### src/rtl/preif_ifetch_ctrl_if.sv
// Signal bundle between the fetch controller, the PC register, the instruction bus and the IF stage.
// The master modport is the fetch controller's view.
interface preif_ifetch_ctrl_if #(
  parameter int PC_W   = 32,
  parameter int INST_W = 32
);
  logic              Flush;
  logic [PC_W-1:0]   PREIF_PC;
  logic              PREIF_Wr;
  logic              inst_req;
  logic [PC_W-1:0]   inst_addr;
  logic              inst_addr_ok;
  logic              inst_data_ok;
  logic [INST_W-1:0] inst_rdata;
  logic              IF_Valid;
  logic              IF_Ready;
  logic [PC_W-1:0]   IF_PC;
  logic [INST_W-1:0] IF_Instr;
  logic              IF_AdEL;

  modport master (
    input  Flush, PREIF_PC, inst_addr_ok, inst_data_ok, inst_rdata, IF_Ready,
    output PREIF_Wr, inst_req, inst_addr, IF_Valid, IF_PC, IF_Instr, IF_AdEL
  );

  modport slave (
    output Flush, PREIF_PC, inst_addr_ok, inst_data_ok, inst_rdata, IF_Ready,
    input  PREIF_Wr, inst_req, inst_addr, IF_Valid, IF_PC, IF_Instr, IF_AdEL
  );
endinterface

### src/rtl/preif_ifetch_ctrl.sv
// Instruction fetch controller: one outstanding SRAM-like read, flush-kill of in-flight
// fetches, and a one-entry valid/ready register towards the IF stage.
module preif_ifetch_ctrl #(
  parameter int PC_W   = 32,
  parameter int INST_W = 32
) (
  input  logic                 clk,
  input  logic                 rst,
  preif_ifetch_ctrl_if.master  io
);

  localparam logic [1:0] S_IDLE    = 2'd0;
  localparam logic [1:0] S_REQ     = 2'd1;
  localparam logic [1:0] S_WAIT    = 2'd2;
  localparam logic [1:0] S_DISCARD = 2'd3;

  logic [1:0]        r_state;
  logic              r_kill;
  logic [PC_W-1:0]   r_addr;
  logic              r_valid;
  logic [PC_W-1:0]   r_if_pc;
  logic [INST_W-1:0] r_if_instr;
  logic              r_adel;

  logic w_slot_free;
  logic w_aligned;
  logic w_idle_go;
  logic w_issue;
  logic w_misalign;
  logic w_load_data;
  logic w_req_hs_live;

  assign w_slot_free   = ~r_valid | io.IF_Ready;
  assign w_aligned     = (io.PREIF_PC[1:0] == 2'b00);
  assign w_idle_go     = (r_state == S_IDLE) & ~io.Flush & w_slot_free;
  assign w_issue       = w_idle_go & w_aligned;
  assign w_misalign    = w_idle_go & ~w_aligned;
  assign w_load_data   = (r_state == S_WAIT) & io.inst_data_ok & ~io.Flush;
  assign w_req_hs_live = (r_state == S_REQ) & io.inst_addr_ok & ~r_kill;

  // The PC advances at the address handshake: the fetched address is already held in r_addr.
  assign io.PREIF_Wr  = io.Flush | w_req_hs_live | w_misalign;
  assign io.inst_req  = (r_state == S_REQ);
  assign io.inst_addr = r_addr;

  always_ff @(posedge clk or posedge rst) begin
    if (rst) begin
      r_state <= S_IDLE;
      r_kill  <= 1'b0;
      r_addr  <= '0;
    end else begin
      case (r_state)
        S_IDLE: begin
          if (w_issue) begin
            r_addr  <= io.PREIF_PC;
            r_state <= S_REQ;
          end
        end
        S_REQ: begin
          // The request stays up until accepted; a flush only marks it for discard.
          if (io.inst_addr_ok) begin
            if (r_kill | io.Flush) begin
              r_kill  <= 1'b1;
              r_state <= S_DISCARD;
            end else begin
              r_state <= S_WAIT;
            end
          end else if (io.Flush) begin
            r_kill <= 1'b1;
          end
        end
        S_WAIT: begin
          if (io.inst_data_ok) begin
            r_state <= S_IDLE;
          end else if (io.Flush) begin
            r_kill  <= 1'b1;
            r_state <= S_DISCARD;
          end
        end
        S_DISCARD: begin
          if (io.inst_data_ok) begin
            r_kill  <= 1'b0;
            r_state <= S_IDLE;
          end
        end
        default: r_state <= S_IDLE;
      endcase
    end
  end

  // Flush wins over any load so a stale entry never reaches IF after a redirect.
  always_ff @(posedge clk or posedge rst) begin
    if (rst) begin
      r_valid    <= 1'b0;
      r_if_pc    <= '0;
      r_if_instr <= '0;
      r_adel     <= 1'b0;
    end else if (io.Flush) begin
      r_valid <= 1'b0;
    end else if (w_load_data) begin
      r_valid    <= 1'b1;
      r_if_pc    <= r_addr;
      r_if_instr <= io.inst_rdata;
      r_adel     <= 1'b0;
    end else if (w_misalign) begin
      r_valid    <= 1'b1;
      r_if_pc    <= io.PREIF_PC;
      r_if_instr <= '0;
      r_adel     <= 1'b1;
    end else if (r_valid & io.IF_Ready) begin
      r_valid <= 1'b0;
    end
  end

  assign io.IF_Valid = r_valid;
  assign io.IF_PC    = r_if_pc;
  assign io.IF_Instr = r_if_instr;
  assign io.IF_AdEL  = r_adel;

endmodule

### src/flat_wrapper.sv
// flat-port wrapper written by rule: the top's interface ports become plain ports
module preif_ifetch_ctrl_flat 
#(
  parameter int PC_W   = 32,
  parameter int INST_W = 32
)
  (clk, rst, io_Flush, io_PREIF_PC, io_inst_addr_ok, io_inst_data_ok, io_inst_rdata, io_IF_Ready, io_PREIF_Wr, io_inst_req, io_inst_addr, io_IF_Valid, io_IF_PC, io_IF_Instr, io_IF_AdEL);
  preif_ifetch_ctrl_if #(.PC_W(PC_W), .INST_W(INST_W)) io_i ();
  input  logic clk;
  input  logic rst;
  input wire logic [$bits(io_i.Flush)-1:0] io_Flush;
  input wire logic [$bits(io_i.PREIF_PC)-1:0] io_PREIF_PC;
  input wire logic [$bits(io_i.inst_addr_ok)-1:0] io_inst_addr_ok;
  input wire logic [$bits(io_i.inst_data_ok)-1:0] io_inst_data_ok;
  input wire logic [$bits(io_i.inst_rdata)-1:0] io_inst_rdata;
  input wire logic [$bits(io_i.IF_Ready)-1:0] io_IF_Ready;
  output wire logic [$bits(io_i.PREIF_Wr)-1:0] io_PREIF_Wr;
  output wire logic [$bits(io_i.inst_req)-1:0] io_inst_req;
  output wire logic [$bits(io_i.inst_addr)-1:0] io_inst_addr;
  output wire logic [$bits(io_i.IF_Valid)-1:0] io_IF_Valid;
  output wire logic [$bits(io_i.IF_PC)-1:0] io_IF_PC;
  output wire logic [$bits(io_i.IF_Instr)-1:0] io_IF_Instr;
  output wire logic [$bits(io_i.IF_AdEL)-1:0] io_IF_AdEL;
  assign io_i.Flush = io_Flush;
  assign io_i.PREIF_PC = io_PREIF_PC;
  assign io_i.inst_addr_ok = io_inst_addr_ok;
  assign io_i.inst_data_ok = io_inst_data_ok;
  assign io_i.inst_rdata = io_inst_rdata;
  assign io_i.IF_Ready = io_IF_Ready;
  assign io_PREIF_Wr = io_i.PREIF_Wr;
  assign io_inst_req = io_i.inst_req;
  assign io_inst_addr = io_i.inst_addr;
  assign io_IF_Valid = io_i.IF_Valid;
  assign io_IF_PC = io_i.IF_PC;
  assign io_IF_Instr = io_i.IF_Instr;
  assign io_IF_AdEL = io_i.IF_AdEL;
  preif_ifetch_ctrl #(.PC_W(PC_W), .INST_W(INST_W)) u_core (.clk(clk), .rst(rst), .io(io_i));
endmodule
### config.mk
export PLATFORM = sky130hd
export DESIGN_NAME = preif_ifetch_ctrl_flat
export DESIGN_NICKNAME = d
export VERILOG_FILES = /design/src/rtl/preif_ifetch_ctrl_if.sv /design/src/rtl/preif_ifetch_ctrl.sv /design/src/flat_wrapper.sv
export SDC_FILE = /design/constraint.sdc
export NUM_CORES = 1
export LEC_CHECK = 0
export CORE_UTILIZATION = 55
export DETAILED_ROUTE_END_ITERATION = 16
export DONT_BUFFER_PORTS = 1
export GPL_TIMING_DRIVEN = 0
export PLACE_DENSITY_LB_ADDON = 0.2
export SKIP_CTS_REPAIR_TIMING = 1
export SYNTH_ARGS = -nofsm -noshare
export SYNTH_HDL_FRONTEND = slang
export SYNTH_SLANG_ARGS = --single-unit
### constraint.sdc
create_clock -name clk -period 3.4 [get_ports clk]
set_clock_uncertainty 0.05 [all_clocks]
set_input_delay 0.68 -clock clk [delete_from_list [all_inputs] [get_ports clk]]
set_output_delay 0.68 -clock clk [all_outputs]
set_load 0.01 [all_outputs]
* Word level (Yosys, flattened, before mapping) *
Index checks and enable logic that the tools add are counted.
W data, S select, Z words.

storage, ports and cells
  flip-flop bits (word level) = 101
  input bits = 70
  output and inout port bits = 100
  word-level logic and storage cells = 65

operators by class
  eq/ne operators = 9
  mux-type cells = 23
  bitwise operators = 17
  reductions and logical operators = 9

operators with widths
  operator              number
  $mux W32              4
  $mux W1               12
  $mux W2               5
  $and A1 B1 Y1         9
  $pmux W2 S4           1
  $reduce_and A4 Y1     2
  $ne A2 B2 Y1 const B  3
  $eq A2 B2 Y1 const B  2
  $logic_not A2 Y1      2
  $not A1 Y1            4
  $or A1 B1 Y1          4
  $reduce_and A2 Y1     2
  $reduce_bool A4 Y1    1
  $ne A3 B2 Y1 const B  1
  $ne A3 B3 Y1 const B  1
  $pmux W1 S3           1
  $reduce_bool A3 Y1    1
  $eq A2 B1 Y1 const B  1
  $ne A2 B1 Y1 const B  1
  $reduce_bool A2 Y1    1

* Depth between registers and ports, before layout *
  depth in word-level cells = 7
  gate-level depth with buffers = 7
  gate-level depth less buffers = 3

* Worst setup path after synthesis *
No wires, ideal clock.

  path kind = input to output
  start point = in io_Flush
  end point = out io_PREIF_Wr
  data arrival time = 1.541 ns
  data required time = 2.670 ns
  setup slack = 1.129 ns
  cell stages on the path = 3
  path buffers = 0
  path through = or3_4 -> nor3_1 -> or3_1

between the ends
  longest elaborated chain between the ends = 5

ends and longest elaborated chain
  element                     RTL line                 RTL
  start, declared             flat_wrapper.sv:11       input wire logic [$bits(io_i.Flush)-1:0] io_Flush;
  $not A1 Y1 (no line)        --
  $and A1 B1 Y1 (2 in a row)  preif_ifetch_ctrl.sv:35  assign w_idle_go = (r_state == S_IDLE) & ~io.Flush & w_slot_free;
  $and A1 B1 Y1               preif_ifetch_ctrl.sv:37  assign w_misalign = w_idle_go & ~w_aligned;
  $or A1 B1 Y1 (*)            preif_ifetch_ctrl.sv:42  assign io.PREIF_Wr = io.Flush | w_req_hs_live | w_misalign;
  end, declared               flat_wrapper.sv:17       output wire logic [$bits(io_i.PREIF_Wr)-1:0] io_PREIF_Wr;

Mark *: on every way between the ends. The rest lies on a longest branch, timed or not.

* Worst setup path in the final report *
  start point = reg u_core.r_state[0]
  end point = out io_PREIF_Wr

between the ends
  longest elaborated chain between the ends = 5

ends and longest elaborated chain
  element                                                  RTL line                                          RTL
  start, declared                                          preif_ifetch_ctrl.sv:17                           logic [1:0] r_state;
  start signal, assigned                                   preif_ifetch_ctrl.sv:48                           r_state <= S_IDLE;
  start signal, assigned                                   preif_ifetch_ctrl.sv:56                           r_state <= S_REQ;
  start signal, assigned                                   preif_ifetch_ctrl.sv:64                           r_state <= S_DISCARD;
  $eq A2 B1 Y1 / $logic_not A2 Y1 (equally long branches)  preif_ifetch_ctrl.sv:39, preif_ifetch_ctrl.sv:35
  $and A1 B1 Y1, on equally long branches (2 in a row)     preif_ifetch_ctrl.sv:39, preif_ifetch_ctrl.sv:35
  $or A1 B1 Y1 / $and A1 B1 Y1 (equally long branches)     preif_ifetch_ctrl.sv:42, preif_ifetch_ctrl.sv:37
  $or A1 B1 Y1 (*)                                         preif_ifetch_ctrl.sv:42

Marked as above.

==> results by group <==
Global route
  – Initial antenna violation count: 0
  – Pin count of the biggest net entering global routing: 57
  – Met3 global-route usage: 7.202%
  – Grt met2 use: 36.85%
  – Vias in the first global route: 2826
  – Met1 usage: 29.02%
  – Global-route usage over all layers: 22.91%
  – First-pass GRT wire length: 13740 um
  – Remaining Overflow, GRT: 0
  – Grt peak-use layer: met2

Pwr
  – Combinational Power Share: 22.7%
  – Pwr Density: 933.5 nW/um2
  – Internal power: 0.002664 W
  – Total chip power: 0.004236 W
  – Max VDD drop: 435.9 uV
  – Share of power burned in registers: 59.7%
  – P_sw: 0.001572 W
  – Switching part of the total: 37.11%
  – Leakage power: 1.910 nW
  – Clock power frac: 17.6%

Critical path
  – Arrival time worst endpoint: 2140 ps
  – Crit end category: primary output
  – Worst EP required: 2670 ps
  – CP startpoint kind: flop
  – Crit path kind: flop to primary output
  – Critical Path Fanout Max: 9

Finish
  – Final Net Count: 437
  – Sequential cell area: 2527 um2
  – Share of layout cells above drive strength 1: 17.52%
  – Diode count: 0
  – Area grow syn2layout: 8.172%
  – Fillers: 588
  – Area of the multi-input gates: 1514 um2

Timing
  – Max Freq: 0.3481 GHz
  – Final WS setup: 527.1 ps
  – Final hold viol count: 0
  – Final setup fails: 0
  – Final Max Slew Viols: 0
  – RSZ-0062 raised after global routing: false
  – Min cycle time layout: 2873 ps
  – Worst Max-Slew Pin Slew: 765.2 ps
  – Slew HR: 48.60%
  – Final period util: 84.50%

Floorplanning
  – Die height: 89.34 um
  – DIE WIDTH: 89.34 um
  – Top-Level Pins: 170
  – Die area: 7981 um2
  – Core box area: 7331 um2
  – Core Rows: 31
  – Initial Util: 57.23%

Clocking
  – H-Tree Depth: 3
  – Root buffer cell: clkbuf_8
  – Worst-skew pair later-pin latency: 350 ps
  – Clock slew at reported path FFs: 100 ps
  – TritonCTS clock tree: done
  – Clk buf depth: 2
  – CTS sink count: 101
  – CTS buffer count: 9

Routing
  – Drt via density: 5.974
  – Routed Antenna Nets: 0
  – DR WL/cell: 19.46 um
  – 1st-iter DRT viols: 126
  – Vias: 2808
  – DRC Markers: 0
  – WL final: 9146 um
  – DRT Pass-1 Iters: 4

Yosys
  – Ys async rst share: 100.0%
  – Dominant synthesized flop cell: dfrtp_1
  – Post-synthesis area per instance: 11.82 um2
  – Area leader, netlist: dfrtp_1
  – Number of synthesized flops with an enable pin: 0
  – Seq cells post-synth: 101
  – Synthesized net count: 425
  – Top cells by area, synth: dfrtp_1, mux2_2, o221a_1
  – Synthesized area: 4195 um2
  – Post-synthesis cell count: 355
  – Synth top cells by count: dfrtp_1, nand2_1, nand2b_1, o21ai_0, mux2_2
  – Yosys warnings: 0
  – Register area share after synthesis: 60.24%
  – Post-synth top area share: 60.24%
  – Count of cell types in the netlist: 32
  – Most common cell in the netlist: dfrtp_1

Placement
  – DP Worst Slack: 742.6 ps
  – IO Port Bufs: 0
  – Final RePlAce weighted congestion: 0.7404
  – Post-DP HPWL: 6489 um

Job
  – Maxcap violations: 0

Worst hold path
  – Hold Crit Class: primary input to async pin

Status
  – Status: finished clean
-- final cells by class --
class                           count  area share (%)
Clock inverter                      5           1.351
Multi-Input combinational cell    224           33.36
Sequential cell                   101           55.69
Inverter                            5          0.4687
Buffer                             25           2.978
Tap cell                           99           2.730
Timing Repair Buffer                1          0.6066
Clock buffer                       10           2.812
-- layout by cell type (no fill, tap or decap), drive strengths merged --
master and count:
o21ai 32, o31ai 1, a221oi 2, a21oi 1, a22o 1, or2 1
or3 3, buf 15, and4bb 1, clkinvlp 3, nand2b 32, o32ai 2
mux2 30, o221ai 1, nor3 2, a21o 1, nor2b 2, and3b 1
a222oi 1, and2 2, nand4bb 1, dfrtp 101, nand2 69, o221a 30
a31oi 1, nor2 6, inv 6, clkbuf 21, nand3 1, bufinv 1
-- metal layers --
layer / share of wire [%] / vias up
li1: - / 1266
met1: 41 / 1406
met2: 48 / 123
met3: 9.8 / 13
met4: 1.6 / 0
met5: 0 / -
-- metrics by stage --
stage          std cells  instance area, um2  setup TNS, ps  hold WS [ps]  util [%]
2_1_floorplan        355                4195              0         446.2         -
3_3_place_gp         454                4319        -100720         465.5     58.92
4_1_cts              470                4538              0         268.0     61.90
5_1_grt              470                4538              0         301.3     61.90
6_report             470                4538              0         248.9     61.90
3_5_place_dp         455                4349              0         491.6     59.33
-- worst max-delay path, stage by stage (launching register included) --
cell and delay [ps]:
dfrtp_1 470, or3_4 440, nor3_1 600, or3_1 290
-- power groups by stage --
stage                     sequential (W)  clock (W)  combinational (W)
after CTS                        0.00254   0.000764           0.000975
after floorplan                  0.00239          0           0.000815
final                            0.00253   0.000745           0.000963
after global placement           0.00253          0           0.000924
after detailed placement         0.00255          0           0.000979
after global routing             0.00261   0.000808            0.00109
-- logic make-up after synthesis --
group	count (synthesis)	share of synthesized area (%)
compound gates	73	14.11
flops	101	60.24
mux	30	8.052
buf+inv	30	3.668
simple gates	121	13.93
-- flip-flops by register name (all words and copies together), names as in the netlist --
| signal | flops |
|---|---|
| u_core.io.IF_Instr | 32 |
| u_core.io.IF_AdEL | 1 |
| u_core.r_kill | 1 |
| u_core.io.inst_addr | 32 |
| u_core.io.IF_Valid | 1 |
| u_core.io.IF_PC | 32 |
| u_core.r_state | 2 |
-- worst paths after layout --
path	depth (start not counted)	start	slack [ps]	end
max	3	u_core.r_state[0]	530	io_PREIF_Wr
min	1	rst	250	u_core.io.IF_Instr[1]
max reg2reg	4	u_core.r_state[0]	1180	u_core.io.IF_Instr[13]
min reg2reg	2	u_core.r_kill	520	u_core.r_kill
max in group asynchronous	2	rst	2380	u_core.io.IF_PC[5]
min in group clk	2	io_inst_rdata[1]	390	u_core.io.IF_Instr[1]
No activity file was read; power rests on OpenSTA's default activity.
